`src/rtl/chip8_tile_video_mux.sv`:
```
// Tiles NUM_CH CHIP-8 framebuffers onto the HDMI raster and classifies each pixel.
// Optional FOCUS_BLINK_EN: focus border blinks with frame_cnt[5] (32 frames on, 32 off).
module chip8_tile_video_mux #(
    parameter int NUM_CH     = 4,
    parameter int GRID_COLS  = 2,
    parameter int SCALE_LOG2 = 3,
    parameter int H_ORIGIN   = 128,
    parameter int V_ORIGIN   = 104,
    parameter int RD_LAT     = 2,
    parameter int BORDER_W   = 2,
    localparam int CH_W      = (NUM_CH > 1) ? $clog2(NUM_CH) : 1,
    localparam int AW        = CH_W + 8
) (
    input  logic          clk_in,
    input  logic          rst_n_in,
    input  logic [10:0]   hcount_in,
    input  logic [9:0]    vcount_in,
    input  logic [2:0]    focus_sel_in,
    input  logic [7:0]    fb_data_in,
    output logic [AW-1:0] fb_addr_out,
    output logic [1:0]    pixel_out
);

    localparam int S         = SCALE_LOG2;
    localparam int TXW       = 6 + S;
    localparam int TYW       = 5 + S;
    localparam int TILE_W    = 64 << S;
    localparam int TILE_H    = 32 << S;
    localparam int GRID_ROWS = (NUM_CH + GRID_COLS - 1) / GRID_COLS;
    localparam int GRID_W    = GRID_COLS * TILE_W;
    localparam int GRID_H    = GRID_ROWS * TILE_H;

    logic             w_frame_start;
    logic [2:0]       w_focus_eff;
    logic [11:0]      w_rel_h;
    logic [11:0]      w_rel_v;
    logic [TXW-1:0]   w_tx;
    logic [TYW-1:0]   w_ty;
    logic [5:0]       w_px;
    logic [4:0]       w_py;
    int               w_col;
    int               w_row;
    int               w_ch_int;
    logic [CH_W-1:0]  w_ch;
    logic             w_in_grid;
    logic             w_edge;
    logic             w_focus_hit;
    logic             w_blink_on;
    logic             w_border;

    logic [2:0]       r_focus;
    logic [5:0]       r_frame_cnt;
    logic             r_s1_valid;
    logic             r_s1_border;
    logic [CH_W-1:0]  r_s1_ch;
    logic [4:0]       r_s1_py;
    logic [5:0]       r_s1_px;

    assign w_frame_start = (hcount_in == 11'd0) && (vcount_in == 10'd0);
    // A frame-start cycle that is also in the grid must already see the new focus.
    assign w_focus_eff   = w_frame_start ? focus_sel_in : r_focus;

    assign w_rel_h = {1'b0, hcount_in} - 12'(H_ORIGIN);
    assign w_rel_v = {2'b00, vcount_in} - 12'(V_ORIGIN);
    assign w_tx    = w_rel_h[TXW-1:0];
    assign w_ty    = w_rel_v[TYW-1:0];
    assign w_px    = w_rel_h[S +: 6];
    assign w_py    = w_rel_v[S +: 5];

`ifdef FOCUS_BLINK_EN
    logic [5:0] w_cnt_eff;
    assign w_cnt_eff  = w_frame_start ? (r_frame_cnt + 6'd1) : r_frame_cnt;
    assign w_blink_on = ~w_cnt_eff[5];
`else
    assign w_blink_on = 1'b1;
`endif

    always_comb begin
        w_col       = int'(w_rel_h >> TXW);
        w_row       = int'(w_rel_v >> TYW);
        w_ch_int    = w_row * GRID_COLS + w_col;
        w_ch        = w_ch_int[CH_W-1:0];
        // Sign bits rule out the left/top margins before the magnitude compares.
        w_in_grid   = !w_rel_h[11] && !w_rel_v[11] &&
                      (int'(w_rel_h) < GRID_W) && (int'(w_rel_v) < GRID_H) &&
                      (w_ch_int < NUM_CH);
        w_edge      = (int'(w_tx) < BORDER_W) || (int'(w_tx) >= TILE_W - BORDER_W) ||
                      (int'(w_ty) < BORDER_W) || (int'(w_ty) >= TILE_H - BORDER_W);
        w_focus_hit = (int'(w_focus_eff) < NUM_CH) && (w_ch_int == int'(w_focus_eff));
        w_border    = w_in_grid && w_edge && w_focus_hit && w_blink_on;
    end

    always_ff @(posedge clk_in or negedge rst_n_in) begin
        if (!rst_n_in) begin
            r_focus     <= 3'd0;
            r_frame_cnt <= 6'd0;
        end else if (w_frame_start) begin
            r_focus     <= focus_sel_in;
            r_frame_cnt <= r_frame_cnt + 6'd1;
        end
    end

    always_ff @(posedge clk_in or negedge rst_n_in) begin
        if (!rst_n_in) begin
            r_s1_valid  <= 1'b0;
            r_s1_border <= 1'b0;
            r_s1_ch     <= '0;
            r_s1_py     <= 5'd0;
            r_s1_px     <= 6'd0;
        end else begin
            r_s1_valid  <= w_in_grid;
            r_s1_border <= w_border;
            r_s1_ch     <= w_ch;
            r_s1_py     <= w_py;
            r_s1_px     <= w_px;
        end
    end

    // The address holds outside the grid so the memory sees no spurious reads.
    always_ff @(posedge clk_in or negedge rst_n_in) begin
        if (!rst_n_in) begin
            fb_addr_out <= '0;
        end else if (r_s1_valid) begin
            fb_addr_out <= {r_s1_ch, r_s1_py, r_s1_px[5:3]};
        end
    end

    genvar gi;
    generate
        for (gi = 0; gi < RD_LAT; gi++) begin : g_pipe
            logic       r_valid;
            logic       r_border;
            logic [2:0] r_bit;
            if (gi == 0) begin : g_head
                always_ff @(posedge clk_in or negedge rst_n_in) begin
                    if (!rst_n_in) begin
                        r_valid  <= 1'b0;
                        r_border <= 1'b0;
                        r_bit    <= 3'd0;
                    end else begin
                        r_valid  <= r_s1_valid;
                        r_border <= r_s1_border;
                        r_bit    <= r_s1_px[2:0];
                    end
                end
            end else begin : g_tail
                always_ff @(posedge clk_in or negedge rst_n_in) begin
                    if (!rst_n_in) begin
                        r_valid  <= 1'b0;
                        r_border <= 1'b0;
                        r_bit    <= 3'd0;
                    end else begin
                        r_valid  <= g_pipe[gi-1].r_valid;
                        r_border <= g_pipe[gi-1].r_border;
                        r_bit    <= g_pipe[gi-1].r_bit;
                    end
                end
            end
        end
    endgenerate

    // Bit 7 of each byte is the leftmost pixel of its 8-pixel group.
    always_ff @(posedge clk_in or negedge rst_n_in) begin
        if (!rst_n_in) begin
            pixel_out <= 2'b00;
        end else if (!g_pipe[RD_LAT-1].r_valid) begin
            pixel_out <= 2'b00;
        end else if (g_pipe[RD_LAT-1].r_border) begin
            pixel_out <= 2'b11;
        end else if (fb_data_in[3'd7 - g_pipe[RD_LAT-1].r_bit]) begin
            pixel_out <= 2'b10;
        end else begin
            pixel_out <= 2'b01;
        end
    end

endmodule

```
`config.mk`:
```
export PLATFORM = sky130hd
export DESIGN_NAME = chip8_tile_video_mux
export DESIGN_NICKNAME = d
export VERILOG_FILES = /design/src/rtl/chip8_tile_video_mux.sv
export SDC_FILE = /design/constraint.sdc
export NUM_CORES = 1
export LEC_CHECK = 0
export CAP_MARGIN = 20
export CORE_AREA = 8 8 80 68
export DETAILED_ROUTE_END_ITERATION = 8
export DIE_AREA = 0 0 88 76
export PLACE_DENSITY_LB_ADDON = 0.1
export SYNTH_ARGS = -nofsm -noshare
export SYNTH_HDL_FRONTEND = slang
export SYNTH_SLANG_ARGS = --single-unit
```
`constraint.sdc`:
```
create_clock -name clk_in -period 1.4 [get_ports clk_in]
set_clock_uncertainty 0.1 [all_clocks]
set_input_delay 0.28 -clock clk_in [delete_from_list [all_inputs] [get_ports clk_in]]
set_output_delay 0.28 -clock clk_in [all_outputs]
set_load 0.005 [all_outputs]
```
# After elaboration in Yosys (flattened, before gate mapping)
# Cells that the tools add are included.
# totals
register_bits,40
latchBits,0
ram_bits,0
romBits,0
inputBits,34
word_cells,49
mem_count,0
# op_classes
add_sub_neg,4
n_mul,0
div_mod_pow,0
order_cmp,9
n_eq_ne,1
shifts,0
muxes,6
bitwise,0
n_reduce_logical,15
# ops
op,n
$lt A12 B10 Y1 const B,1
$lt A12 B11 Y1 const B,1
$sub A11 B8 Y12 const B,1
$logic_not A11 Y1,1
$sub A10 B7 Y11 const B,1
$logic_not A10 Y1,1
$ge A9 B9 Y1 const B,1
$lt A9 B2 Y1 const B,1
$ge A8 B8 Y1 const B,1
$logic_and A1 B1 Y1,8
$lt A8 B2 Y1 const B,1
$add A5 B3 Y6,1
$eq A6 B3 Y1,1
$lt A6 B3 Y1 const B,1
$mux W2,3
$lt A3 B4 Y1 const B,1
$bmux W1 S3,1
$logic_or A1 B1 Y1,3
$lt A3 B3 Y1 const B,1
$mux W3,1
$sub A3 B3 Y3 const A,1
$logic_not A1 Y1,2
$mux W1,1

# Longest topological paths before layout
# depth
word_depth,8
mapped_depth,11
ltp_nobuf,11

# Least setup slack after synthesis
# No wires, ideal clock.
# synth_path
path_type,input to register
start,input port vcount_in[4]
end,register r_s1_border
t_arrival_ns,2.344
path_slack_ns,-1.111
cell_stages,10
cell_sequence,or2_1 > a31oi_1 > xor2_1 > ha_1 > inv_1 > fa_1 > nand2_1 > a2111oi_0 > o211a_1 > o2111a_1
# synth_via
elab_chain_len,8
word_cells_on_any_way,21
classes_between,add/sub (2); order compare (5); eq/ne (1); mux (1); reduce/logical (12)
# synth_rtl
element,line_no,rtl
"start, declared",17,"input logic [9:0] vcount_in,"
"parallel branches: the longest is 7 deep, another holds $sub A10 B7 Y11",-,
$logic_and A1 B1 Y1 *,90,w_border = w_in_grid && w_edge && w_focus_hit && w_blink_on;
net w_border,49,logic w_border;
"end signal, assigned",112,r_s1_border <= w_border;
"end, declared",54,logic r_s1_border;
# Mark *: on every way through the listed nets, which the timed path passes.
# A chain may end at the register's enable or synchronous reset.

# Worst setup path after layout
# layout_path
start,input port vcount_in[3]
end,register r_s1_border
# Same word-level chain as after synthesis.

==> results.txt <==
----------------------------------------------------
[Setup path]
  Data arrival time of the critical path ... 2.49 ns
  Capture point of the worst reg-to-reg path ... pixel_out[1]$_DFF_PN0_
  Setup slack, reg-to-reg ... -0.01 ns
  Critical path start-end classification ... in2reg
  Nature of the critical path endpoint ... flip-flop
  Buffering stage count on the worst path with inverters included ... 2
  Worst r2r path cells ... 3
  Required arrival time at the worst endpoint ... ~1.5 ns
  Slowest stage delay, CP ... 0.48 ns
  Series of cell instances along the critical path ... buf_6 > or2_4 > a31oi_4 > xor2_1 > ha_2 > inv_2 > fa_1 > nand2_2 > a211o_1 > a21oi_2 > o211a_1 > o2111a_1
  CP delay by family, top ... compound AO/OA/AOI/OAI gates
  Startpoint types ... input port
  Slowest CP cell ... sky130_fd_sc_hd__fa_1
  Reg-to-Reg Start ... g_pipe[1].r_bit[0]$_DFF_PN0_
  Worst Path Max Fanout ... 3

[Drt]
  Number of DRC violations after detailed-routing iteration 0 ... 17
  Detailed-route via count ... 1358
  Via-to-Cell Ratio ... between 4 and 5
  Mean routed wirelength per cell ... between 10 and 15 um
  Remaining routing DRC violations ... 0
  Remaining number of nets flagged by the antenna check after routing ... 0
  Number of iterations in the first detailed-routing pass ... 4
  DRT Wirelength ... a little under 4 mm

[Logic synthesis]
  Count of state elements after synthesis ... 40
  EDFF count, synth ... 0
  Post-Synthesis Net Count ... about 170
  Synth area leaders ... sky130_fd_sc_hd__dfrtp_1, sky130_fd_sc_hd__mux2_2, sky130_fd_sc_hd__ha_1
  Async set-or-reset flop fraction in the synthesized netlist ... 1.00
  Average cell area after synthesis ... 13.1 sq um
  Post-Synthesis Cells ... 132
  Post-synthesis cell type with the largest combined area ... sky130_fd_sc_hd__dfrtp_1
  Top post-synthesis cells by count ... sky130_fd_sc_hd__dfrtp_1, sky130_fd_sc_hd__inv_1, sky130_fd_sc_hd__mux2_2
  Area share of the leading cell type in the synthesized netlist ... 0.580
  Distinct cells, synth ... 41
  Yosys warning total ... 0
  Most used DFF post-synth ... sky130_fd_sc_hd__dfrtp_1
  Share of synthesized area occupied by flip-flops and latches ... 0.580
  Total standard cell area after synthesis ... 1730 sq um
  Most frequently used cell type in the post-synthesis netlist ... sky130_fd_sc_hd__dfrtp_1

[Power and ir drop]
  Worst ir drop on vdd ... 644 uV
  Sw Ratio ... 0.250
  Fraction of power consumed by combinational cells ... 0.264
  P_sw ... roughly 0.8 mW
  Proportion of power drawn by flip-flops and latches ... 0.444
  Leakage power of the design ... 1.33 nW
  Internal power ... 2.42 mW
  Total power divided by cell area ... roughly 1100 nW/um^2
  Clock network power share ... 0.292

[STA]
  Relative max-transition margin ... 0.749
  Period utilisation layout ... 1.68
  Achievable frequency ... about 420 MHz
  Setup-violating endpoint count in the final report ... 6
  Number of slew-limit violations in the final report ... 0
  Post-route setup slack ... -0.957 ns
  Slew at the pin closest to its max-slew limit ... 0.377 ns
  Min Clock Period, post-route ... 2.36 ns
  Number of hold violations in the final report ... 0
  RSZ-0062 raised after global routing ... true

[GRT]
  Overall overflow remaining after global route ... 0
  Pin count of the biggest net entering global routing ... 26
  Global-route usage over all layers ... 0.124
  Initial antenna violation count ... 0
  Vias in the first global route ... approximately 1400
  Wire length of the first global-routing pass ... between 6 and 7 mm

[Worst hold path]
  Classification of the worst-slack hold path ... in2reg
  Min-Delay Startpoint ... hcount_in[7]
  Worst Hold End ... r_s1_px[4]$_DFF_PN0_
  Hold-critical path depth ... 3

[Floorplanning]
  DIE WIDTH ... 88 um
  CORE AREA ... 4270 sq um
  Floorplan die area ... between 6000 and 7000 sq um
  Die outline height ... 76 um
  Starting utilization of the core area ... 0.404
  Placement row count ... 22
  I/O pin count ... 46

[CTS]
  Largest buffer count on any clock path ... 2
  Clock-pin slew of the registers on the worst-case setup and hold paths ... 0.08 ns
  Clock tree from TritonCTS ... yes
  Num Clock Sinks ... 40
  Number of buffers created by CTS ... 5
  Clock latency on the worst-skew pair ... 0.29 ns
  Clock root buffer master ... sky130_fd_sc_hd__clkbuf_8
  Maximum level of the CTS H-tree ... 2

[Final layout]
  Fillers ... 339
  Count of nets after finishing ... about 270
  Layout area overhead ... 64.2%
  Ant diodes ... 0
  Post-layout instance area ... 2830 sq um
  Non-Filler Instances ... 292
  Share of layout cells above drive strength 1 ... 0.453

[Outcome]
  Status ... finished, violations left
  Violations in the final reports ... setup timing

[Placement]
  Half-perimeter wire length after placement ... 3.11 mm
  Count of input and output buffers ... 45
  Cell area after placement ... 2620 sq um
  Setup slack at placement ... -1.67 ns
  Placed Instances ... 275
  Placer Congestion ... a little over 0.9

[Flow run]
  Max-capacitance violation count ... 0

----------------------------------------------------
==> cell type report <==
class,count,area [sq um],area share
clock buffers,5,68.8,0.0243
clock inverters,3,46.3,0.0163
inverters,14,52.6,0.0185
multi-input cells,77,805,0.284
flip-flops and latches,40,1000,0.353
well taps,60,75.1,0.0265
repair buffers,93,786,0.277
==> state kept, by name, indices dropped and copies added, names as in the netlist <==
name,cells
pixel_out,2
r_s1_valid,1
g_pipe.r_valid,2
g_pipe.r_bit,6
r_s1_py,5
g_pipe.r_border,2
r_s1_px,6
r_s1_border,1
r_focus,3
r_s1_ch,2
fb_addr_out,10
==> layout by cell type, fill, tap and decap left out, types with 2 or more instances in the layout <==
| cell | n |
|---|---|
| sky130_fd_sc_hd__a211o_1 | 2 |
| sky130_fd_sc_hd__and2_4 | 2 |
| sky130_fd_sc_hd__buf_2 | 3 |
| sky130_fd_sc_hd__buf_4 | 39 |
| sky130_fd_sc_hd__buf_6 | 9 |
| sky130_fd_sc_hd__clkbuf_2 | 7 |
| sky130_fd_sc_hd__clkbuf_8 | 5 |
| sky130_fd_sc_hd__clkdlybuf4s50_1 | 17 |
| sky130_fd_sc_hd__dfrtp_1 | 40 |
| sky130_fd_sc_hd__dlygate4sd2_1 | 15 |
| sky130_fd_sc_hd__ha_1 | 4 |
| sky130_fd_sc_hd__ha_2 | 2 |
| sky130_fd_sc_hd__inv_1 | 13 |
| sky130_fd_sc_hd__mux2_2 | 10 |
| sky130_fd_sc_hd__mux2_4 | 3 |
| sky130_fd_sc_hd__mux4_2 | 2 |
| sky130_fd_sc_hd__nand2_1 | 2 |
| sky130_fd_sc_hd__nand2_2 | 2 |
| sky130_fd_sc_hd__nand3_1 | 2 |
| sky130_fd_sc_hd__nand4_1 | 2 |
| sky130_fd_sc_hd__nor2_1 | 6 |
| sky130_fd_sc_hd__nor3_2 | 3 |
| sky130_fd_sc_hd__nor4_4 | 3 |
| sky130_fd_sc_hd__o22ai_1 | 2 |
| sky130_fd_sc_hd__xnor2_1 | 2 |
| sky130_fd_sc_hd__xor2_1 | 3 |
==> timing repair <==
action	4_1_cts	5_1_grt
pin swaps	21	16
setup endpoints to repair	22	9
gates resized for setup	63	17
setup buffers	8	1
hold buffers	1	0
hold endpoints to repair	15	0
==> power by group through the flow <==
stage	registers [mW]	clock network, mW	logic [mW]
floorplan	1.47	0	0.285
global placement	1.46	0	0.896
detailed placement	1.47	0	0.913
CTS	1.44	0.974	0.854
global route	1.46	1.03	0.922
finish	1.43	0.943	0.850
==> metrics by stage <==
step	hold WS (ns)	utilization	power [mW]	TNS, ns
final	0.192	0.664	3.23	-2.27
after global routing	0.208	0.664	3.41	-2.72
after CTS	0.254	0.665	3.26	-2.56
after detailed placement	0.119	0.613	2.38	-8.71
after global placement	0.111	0.613	2.35	-7.97
after floorplan	-0.116	-	1.75	-2.11
==> worst reg2reg max path, stage by stage (launching register included) <==
cell	delay (ns)
sky130_fd_sc_hd__dfrtp_1	0.39
sky130_fd_sc_hd__mux4_2	0.52
sky130_fd_sc_hd__mux2i_2	0.19
sky130_fd_sc_hd__a21boi_1	0.09
==> kinds of logic (layout without fill, tap and decap cells) <==
kind of cell	after synthesis	after routing	share of synthesized area
fa+ha+maj	7	7	0.0551
mux	16	16	0.119
simple gates	31	31	0.105
xor+xnor	7	7	0.0355
compound gates	16	16	0.0725
buf+inv	15	115	0.0326
flops	40	40	0.580
==> worst max-delay path by stage <==
| stage | from | end | slack [ns] | depth (start not counted) |
|---|---|---|---|---|
| floorplan | vcount_in[4] | r_s1_border$_DFF_PN0_ | -1.05 | 11 |
| global placement | vcount_in[4] | r_s1_border$_DFF_PN0_ | -1.55 | 12 |
| detailed placement | vcount_in[3] | r_s1_border$_DFF_PN0_ | -1.67 | 11 |
| CTS | vcount_in[3] | r_s1_border$_DFF_PN0_ | -1.04 | 12 |
| global route | vcount_in[3] | r_s1_border$_DFF_PN0_ | -1.03 | 12 |
| finish | vcount_in[3] | r_s1_border$_DFF_PN0_ | -0.96 | 12 |
==> layer usage <==
metal  GRT usage  vias to the layer above  wire [um]
met2       0.192                       36       1810
met4      0.0617                        0        101
met5           0                        -          0
li1            -                      666          -
met1       0.154                      649       1780
met3      0.0334                        7        171
Note: power is estimated with default switching activity, not from simulation.
